===== config.mk =====
export PLATFORM = sky130hd
export DESIGN_NAME = hall_call_panel
export DESIGN_NICKNAME = d
export VERILOG_FILES = /design/src/rtl/elevator_pkg.sv /design/src/rtl/hall_button_debounce.sv /design/src/rtl/hall_call_panel.sv
export SDC_FILE = /design/constraint.sdc
export NUM_CORES = 1
export LEC_CHECK = 0
export ABC_AREA = 1
export ABC_CLOCK_PERIOD_IN_PS = 3750
export BUFFER_PORTS_ARGS = -buffer_cell sky130_fd_sc_hd__buf_2
export CAP_MARGIN = 40
export CORE_MARGIN = 3
export CORE_UTILIZATION = 35
export CTS_BUF_LIST = sky130_fd_sc_hd__clkbuf_4
export DETAILED_ROUTE_END_ITERATION = 7
export SETUP_SLACK_MARGIN = 0.4
export SYNTH_ARGS = -nofsm -noshare
export SYNTH_HDL_FRONTEND = slang
export SYNTH_SLANG_ARGS = --single-unit

===== constraint.sdc =====
create_clock -name clk -period 3.75 [get_ports clk]
set_input_delay 0.375 -clock clk [delete_from_list [all_inputs] [get_ports clk]]
set_output_delay 0.375 -clock clk [all_outputs]
set_load 0.005 [all_outputs]

===== src/rtl/elevator_pkg.sv =====
// elevator_pkg: shared floor count default, call direction and lamp encodings for the hall panel and main controller
package elevator_pkg;
  localparam int FLOORS_DEF = 4;
  typedef enum logic {UP = 1'b0, DOWN = 1'b1} dir_e;
  localparam logic LAMP_OFF = 1'b0;
  localparam logic LAMP_ON  = 1'b1;
endpackage


===== src/rtl/hall_button_debounce.sv =====
// hall_button_debounce: one hall button; clk/rst_n, raw level in -> 2-flop sync, saturating high counter, one press_event per press, stuck flag
module hall_button_debounce #(
  parameter int DEBOUNCE = 3,
  parameter int STUCK    = 64
) (
  input  logic clk,
  input  logic rst_n,
  input  logic raw,
  output logic press_event,
  output logic stuck
);
  localparam int CW = $clog2(STUCK + 1);
  logic r_s1, r_s2, r_armed;
  logic [CW-1:0] r_cnt;
  assign press_event = r_s2 && r_armed && r_cnt == CW'(DEBOUNCE - 1);
  assign stuck = r_cnt == CW'(STUCK);
  always_ff @(posedge clk or negedge rst_n)
    if (!rst_n) begin
      r_s1    <= 1'b0;
      r_s2    <= 1'b0;
      r_cnt   <= '0;
      r_armed <= 1'b1;
    end else begin
      r_s1    <= raw;
      r_s2    <= r_s1;
      r_cnt   <= !r_s2 ? '0 : stuck ? r_cnt : r_cnt + 1'b1;
      r_armed <= !r_s2 || (r_armed && !press_event);
    end
endmodule


===== src/rtl/hall_call_panel.sv =====
// hall_call_panel: hall-call front end; raw up/down buttons in -> push pulses, lamps, stuck flags, pending_cnt out; clr_valid/clr_floor/clr_dir/clr_ready clear handshake
module hall_call_panel
  import elevator_pkg::*;
#(
  parameter int FLOORS   = FLOORS_DEF,
  parameter int DEBOUNCE = 3,
  parameter int STUCK    = 64
) (
  input  logic                             clk,
  input  logic                             rst_n,
  input  logic [FLOORS-1:0]                btn_up_raw,
  input  logic [FLOORS-1:0]                btn_down_raw,
  output logic [FLOORS-1:0]                push_up,
  output logic [FLOORS-1:0]                push_down,
  output logic [FLOORS-1:0]                lamp_up,
  output logic [FLOORS-1:0]                lamp_down,
  input  logic                             clr_valid,
  input  logic [$clog2(FLOORS)-1:0]        clr_floor,
  input  logic                             clr_dir,
  output logic                             clr_ready,
  output logic [$clog2(2*FLOORS+1)-1:0]    pending_cnt,
  output logic [FLOORS-1:0]                stuck_up,
  output logic [FLOORS-1:0]                stuck_down
);
  localparam int PW = $clog2(2 * FLOORS + 1);
  logic [FLOORS-1:0] w_ev_up, w_ev_dn, w_clr, w_clr_up, w_clr_dn, w_lu_n, w_ld_n;
  logic [PW-1:0] w_cnt_n;
  logic w_unused;
  assign w_unused = btn_up_raw[FLOORS-1] ^ btn_down_raw[0];
  for (genvar f = 0; f < FLOORS; f++) begin : g_fl
    if (f < FLOORS - 1) begin : g_up
      hall_button_debounce #(.DEBOUNCE(DEBOUNCE), .STUCK(STUCK)) u_up (
        .clk(clk), .rst_n(rst_n), .raw(btn_up_raw[f]), .press_event(w_ev_up[f]), .stuck(stuck_up[f])
      );
    end else begin : g_up_tie
      assign w_ev_up[f]  = 1'b0;
      assign stuck_up[f] = 1'b0;
    end
    if (f > 0) begin : g_dn
      hall_button_debounce #(.DEBOUNCE(DEBOUNCE), .STUCK(STUCK)) u_dn (
        .clk(clk), .rst_n(rst_n), .raw(btn_down_raw[f]), .press_event(w_ev_dn[f]), .stuck(stuck_down[f])
      );
    end else begin : g_dn_tie
      assign w_ev_dn[f]    = 1'b0;
      assign stuck_down[f] = 1'b0;
    end
  end
  always_comb begin
    w_clr    = clr_valid ? FLOORS'(1) << clr_floor : '0;
    w_clr_up = dir_e'(clr_dir) == DOWN ? '0 : w_clr;
    w_clr_dn = dir_e'(clr_dir) == DOWN ? w_clr : '0;
    w_lu_n   = (lamp_up | w_ev_up) & ~w_clr_up;
    w_ld_n   = (lamp_down | w_ev_dn) & ~w_clr_dn;
    w_cnt_n  = '0;
    for (int i = 0; i < FLOORS; i++) w_cnt_n = w_cnt_n + PW'(w_lu_n[i]) + PW'(w_ld_n[i]);
  end
  always_ff @(posedge clk or negedge rst_n)
    if (!rst_n) begin
      push_up     <= '0;
      push_down   <= '0;
      lamp_up     <= {FLOORS{LAMP_OFF}};
      lamp_down   <= {FLOORS{LAMP_OFF}};
      pending_cnt <= '0;
      clr_ready   <= 1'b0;
    end else begin
      push_up     <= w_ev_up & ~lamp_up & ~w_clr_up;
      push_down   <= w_ev_dn & ~lamp_down & ~w_clr_dn;
      lamp_up     <= w_lu_n;
      lamp_down   <= w_ld_n;
      pending_cnt <= w_cnt_n;
      clr_ready   <= 1'b1;
    end
endmodule


==> metrics <==
Std-Cell Core Area=0.01117 sq mm; CTS tree=built; initial antenna violation count=2; count of yosys warnings during synthesis=0; number of endpoints with negative hold slack in the final report=0; proportion of layout cells with a drive suffix above 1=0.1538; average wire per cell in the routed design=11.24 um; Fill cells=1083; clk sink count=79; Layout Area Growth over Synthesis=14.65%; first-pass GRT wire length=14060 um; Row Count=38; share of the clock period used by the worst path=0.8955; global-route usage over all layers=0.1336; sequential-to-total area share from yosys stat=0.4819; terminus of the critical flop-to-flop path=pending_cnt[1]$_DFF_PN0_; Critical Path Fanout Max=3; CP Capture Type=flip-flop; final weighted congestion of routability-driven global placement=0.8431; setup TNS after final layout=0 ns; ordered list of cells on the worst path=inv_2, ha_4, nand2_2, nor2_2, nand2_1, a21oi_2, fa_1, inv_2, fa_1, fa_1, inv_2, ha_4, inv_1, fa_1, inv_1; Max Buffers Root-to-Sink=2; Register-to-Register Path Depth=15; Worst Path Arrival=3.69 ns; final max-slew violation count=0; cell total after placement=684; H-tree levels=3; Root Buffer=sky130_fd_sc_hd__clkbuf_4; maximum number of pins on one net before global-route repair=50; Power per Cell Area=421.7 mW/mm^2; number of global-route vias before repair=3166; overall via count from detail_route=3268; most area-consuming cells after synthesis=sky130_fd_sc_hd__dfrtp_1 44%, sky130_fd_sc_hd__nand2_1 11%, sky130_fd_sc_hd__inv_1 8.6%, sky130_fd_sc_hd__nand3_1 7.0%, sky130_fd_sc_hd__ha_1 6.4%; I/O pin count=43; clock transition at the register clock pins on the worst setup and hold paths after CTS=0.12 ns; post-synthesis cell type with the largest combined area=sky130_fd_sc_hd__dfrtp_1; average vias per placed instance=4.583; proportion of netlist area held by the largest area contributor=0.4436; final critical path time including I/O delays and setup=3.358 ns; capture point of the critical path=pending_cnt[1]$_DFF_PN0_; half-perimeter wire length of the detailed placement result=5910 um; per-instance average area after synthesis=7.949 sq um; R2R setup slack=0.39 ns; category of the worst setup path launch point=flip-flop; Setup Viol. Count Final=0; path class of the lowest-slack min-delay path=input pin to flip-flop; overflow left after global routing=0; port buffer count=36; Worst Hold Margin=0.04278 ns; number of synthesized register bits=79; clock buffers created by TritonCTS=9; first-pass iteration count of the detailed router=4; critical path's largest stage delay=0.49 ns; Max Clk Rate=297.8 MHz; maximum clock skew at final layout=0.02120 ns; drt total wl=8017 um; clock network latency to the later pin of the worst-skew pair=0.44 ns; number of different library cells in the post-synthesis netlist=21; required time reported for the critical path endpoint=4.08 ns; die area=0.01310 sq mm; outcome=completed; Mapped Area=0.004118 sq mm; number of nets with antenna violations after detailed routing=0; most used cell, CP=sky130_fd_sc_hd__fa_1; start point of the critical path=g_fl[0].g_up.u_up.r_cnt[0]$_DFFE_PN0P_; slowest cell on the critical path=sky130_fd_sc_hd__fa_1; cell count after synthesis=518; Maximum Capacitance Violations=0; number of remaining DRC errors=0; starting utilization of the core area=0.3685; VDD IR max=0.2244 mV; Initial DRC Count=144; Worst R2R Start=g_fl[0].g_up.u_up.r_cnt[0]$_DFFE_PN0P_; chip height=114.5 um; worst slack, placed=0.1892 ns; number of cells in the finished layout apart from fillers=713; floorplan die width=114.5 um; Leak Pwr=2.583 nW; final critical-path setup slack=0.3918 ns; unrepaired setup endpoints after global routing=yes; fin nets=606; type of the setup path with the least slack=flip-flop to flip-flop
metrics by stage:
| step | power, W | util | instance area (sq um) |
|---|---|---|---|
| detailed placement | 0.001399 | 0.3957 | 4422 |
| global route | 0.002140 | 0.4225 | 4721 |
| CTS | 0.001995 | 0.4160 | 4648 |
| finish | 0.001991 | 0.4225 | 4721 |
| global placement | 0.001370 | 0.3933 | 4394 |
| floorplan | 0.001239 | - | 4129 |
worst max-delay path: cells and delay by family, from the launching register on:
family          cells  cell delay [ns]
compound gates      1             0.18
fa+ha+maj           6             2.08
buf+inv             5             0.34
flops               1             0.41
simple gates        3             0.27
area by class of cell:
type	count	area (sq um)	share of cell area
sequential	79	1984	0.4204
multi-input combinational	332	1727	0.3658
inverter	94	352.8	0.07474
timing repair buffer	51	322.8	0.06838
tap	140	175.2	0.03711
clock buffer	11	82.58	0.01749
clock inverter	5	73.82	0.01564
antenna	1	2.502	0.0005301
worst min path at each step:
stage               cells past startpoint                        startpoint                          endpoint
floorplan                               0                             rst_n               clr_ready$_DFF_PN0_
global placement                        0  g_fl[2].g_up.u_up.r_s1$_DFF_PN0_  g_fl[2].g_up.u_up.r_s2$_DFF_PN0_
detailed placement                      0  g_fl[2].g_up.u_up.r_s1$_DFF_PN0_  g_fl[2].g_up.u_up.r_s2$_DFF_PN0_
CTS                                     1                     btn_up_raw[1]  g_fl[1].g_up.u_up.r_s1$_DFF_PN0_
global route                            1                     btn_up_raw[1]  g_fl[1].g_up.u_up.r_s1$_DFF_PN0_
finish                                  1                     btn_up_raw[1]  g_fl[1].g_up.u_up.r_s1$_DFF_PN0_
state kept, by name (all words and copies together), names as in the netlist:
signal and flops:
g_fl.g_dn.u_dn.r_s2 3, g_fl.g_up.u_up.r_s1 3, clr_ready 1, push_down 3
g_fl.g_up.u_up.r_armed 3, g_fl.g_up.u_up.r_cnt 21, g_fl.g_dn.u_dn.r_armed 3, push_up 3
g_fl.g_dn.u_dn.r_cnt 21, pending_cnt 4, g_fl.g_up.u_up.r_s2 3, g_fl.g_dn.u_dn.r_s1 3
lamp_down 4, lamp_up 4
power by group:
| part | total, W | switching (W) | internal (W) |
|---|---|---|---|
| logic | 0.000438 | 0.000246 | 0.000192 |
| clock network | 0.000572 | 0.000290 | 0.000282 |
| registers | 0.000981 | 0.0000559 | 0.000925 |
| total | 0.00199 | 0.000592 | 0.00140 |
cell usage after synthesis:
cell                       count
sky130_fd_sc_hd__a21oi_1      19
sky130_fd_sc_hd__nor3_1        3
sky130_fd_sc_hd__dfstp_2       6
sky130_fd_sc_hd__nand4_1       8
sky130_fd_sc_hd__o21bai_1      6
sky130_fd_sc_hd__o21a_1        1
sky130_fd_sc_hd__nor2_1       60
sky130_fd_sc_hd__buf_2         5
sky130_fd_sc_hd__buf_4        11
sky130_fd_sc_hd__or2_1         1
sky130_fd_sc_hd__ha_1         21
sky130_fd_sc_hd__fa_1          4
sky130_fd_sc_hd__dfrtp_1      73
sky130_fd_sc_hd__nand2_1     124
sky130_fd_sc_hd__conb_1        2
sky130_fd_sc_hd__or2_2         2
sky130_fd_sc_hd__o21ai_0      14
sky130_fd_sc_hd__nand3_1      58
sky130_fd_sc_hd__inv_1        94
sky130_fd_sc_hd__xnor2_1       1
sky130_fd_sc_hd__nor2_2        5
routing by layer:
metal,share of wire,GRT usage,vias to the layer above
met2,0.47,0.2154,60
met4,0.016,0.04355,2
met3,0.062,0.04757,12
met1,0.45,0.1671,1505
met5,0.0016,0,-
li1,-,-,1689
cells in the final DEF (no fill, tap or decap), drive strengths merged, types with 2 or more instances in the layout:
cell	Yosys	routed
clkbuf	0	11
nor3	3	3
nand4	8	8
clkinv	0	3
a21oi	19	19
conb	2	5
nand2	124	124
buf	16	48
o21bai	6	6
nand3	58	58
dlygate4sd3	0	3
inv	94	94
or2	3	3
dfstp	6	6
fa	4	4
dfrtp	73	73
o21ai	14	14
bufinv	0	2
ha	21	21
nor2	65	65
kinds of logic after synthesis:
kind of cell | count (synthesis) | synth area share
and+or+nand+nor | 261 | 0.2662
other | 2 | 0.001824
buffers and inverters | 110 | 0.1118
DFF | 79 | 0.4819
adders and majority gates | 25 | 0.08326
xor gates and xnor gates | 1 | 0.002127
AOI/OAI and AO/OA | 40 | 0.05287
what timing repair did:
item                                    CTS  global route
buffers inserted                          4             5
pin swaps                                 4             9
hold endpoints to repair                 31             0
hold buffers                              3             0
resized for setup                         5             9
endpoints found under the setup margin    2             2
(Power assumes the default switching activity.)
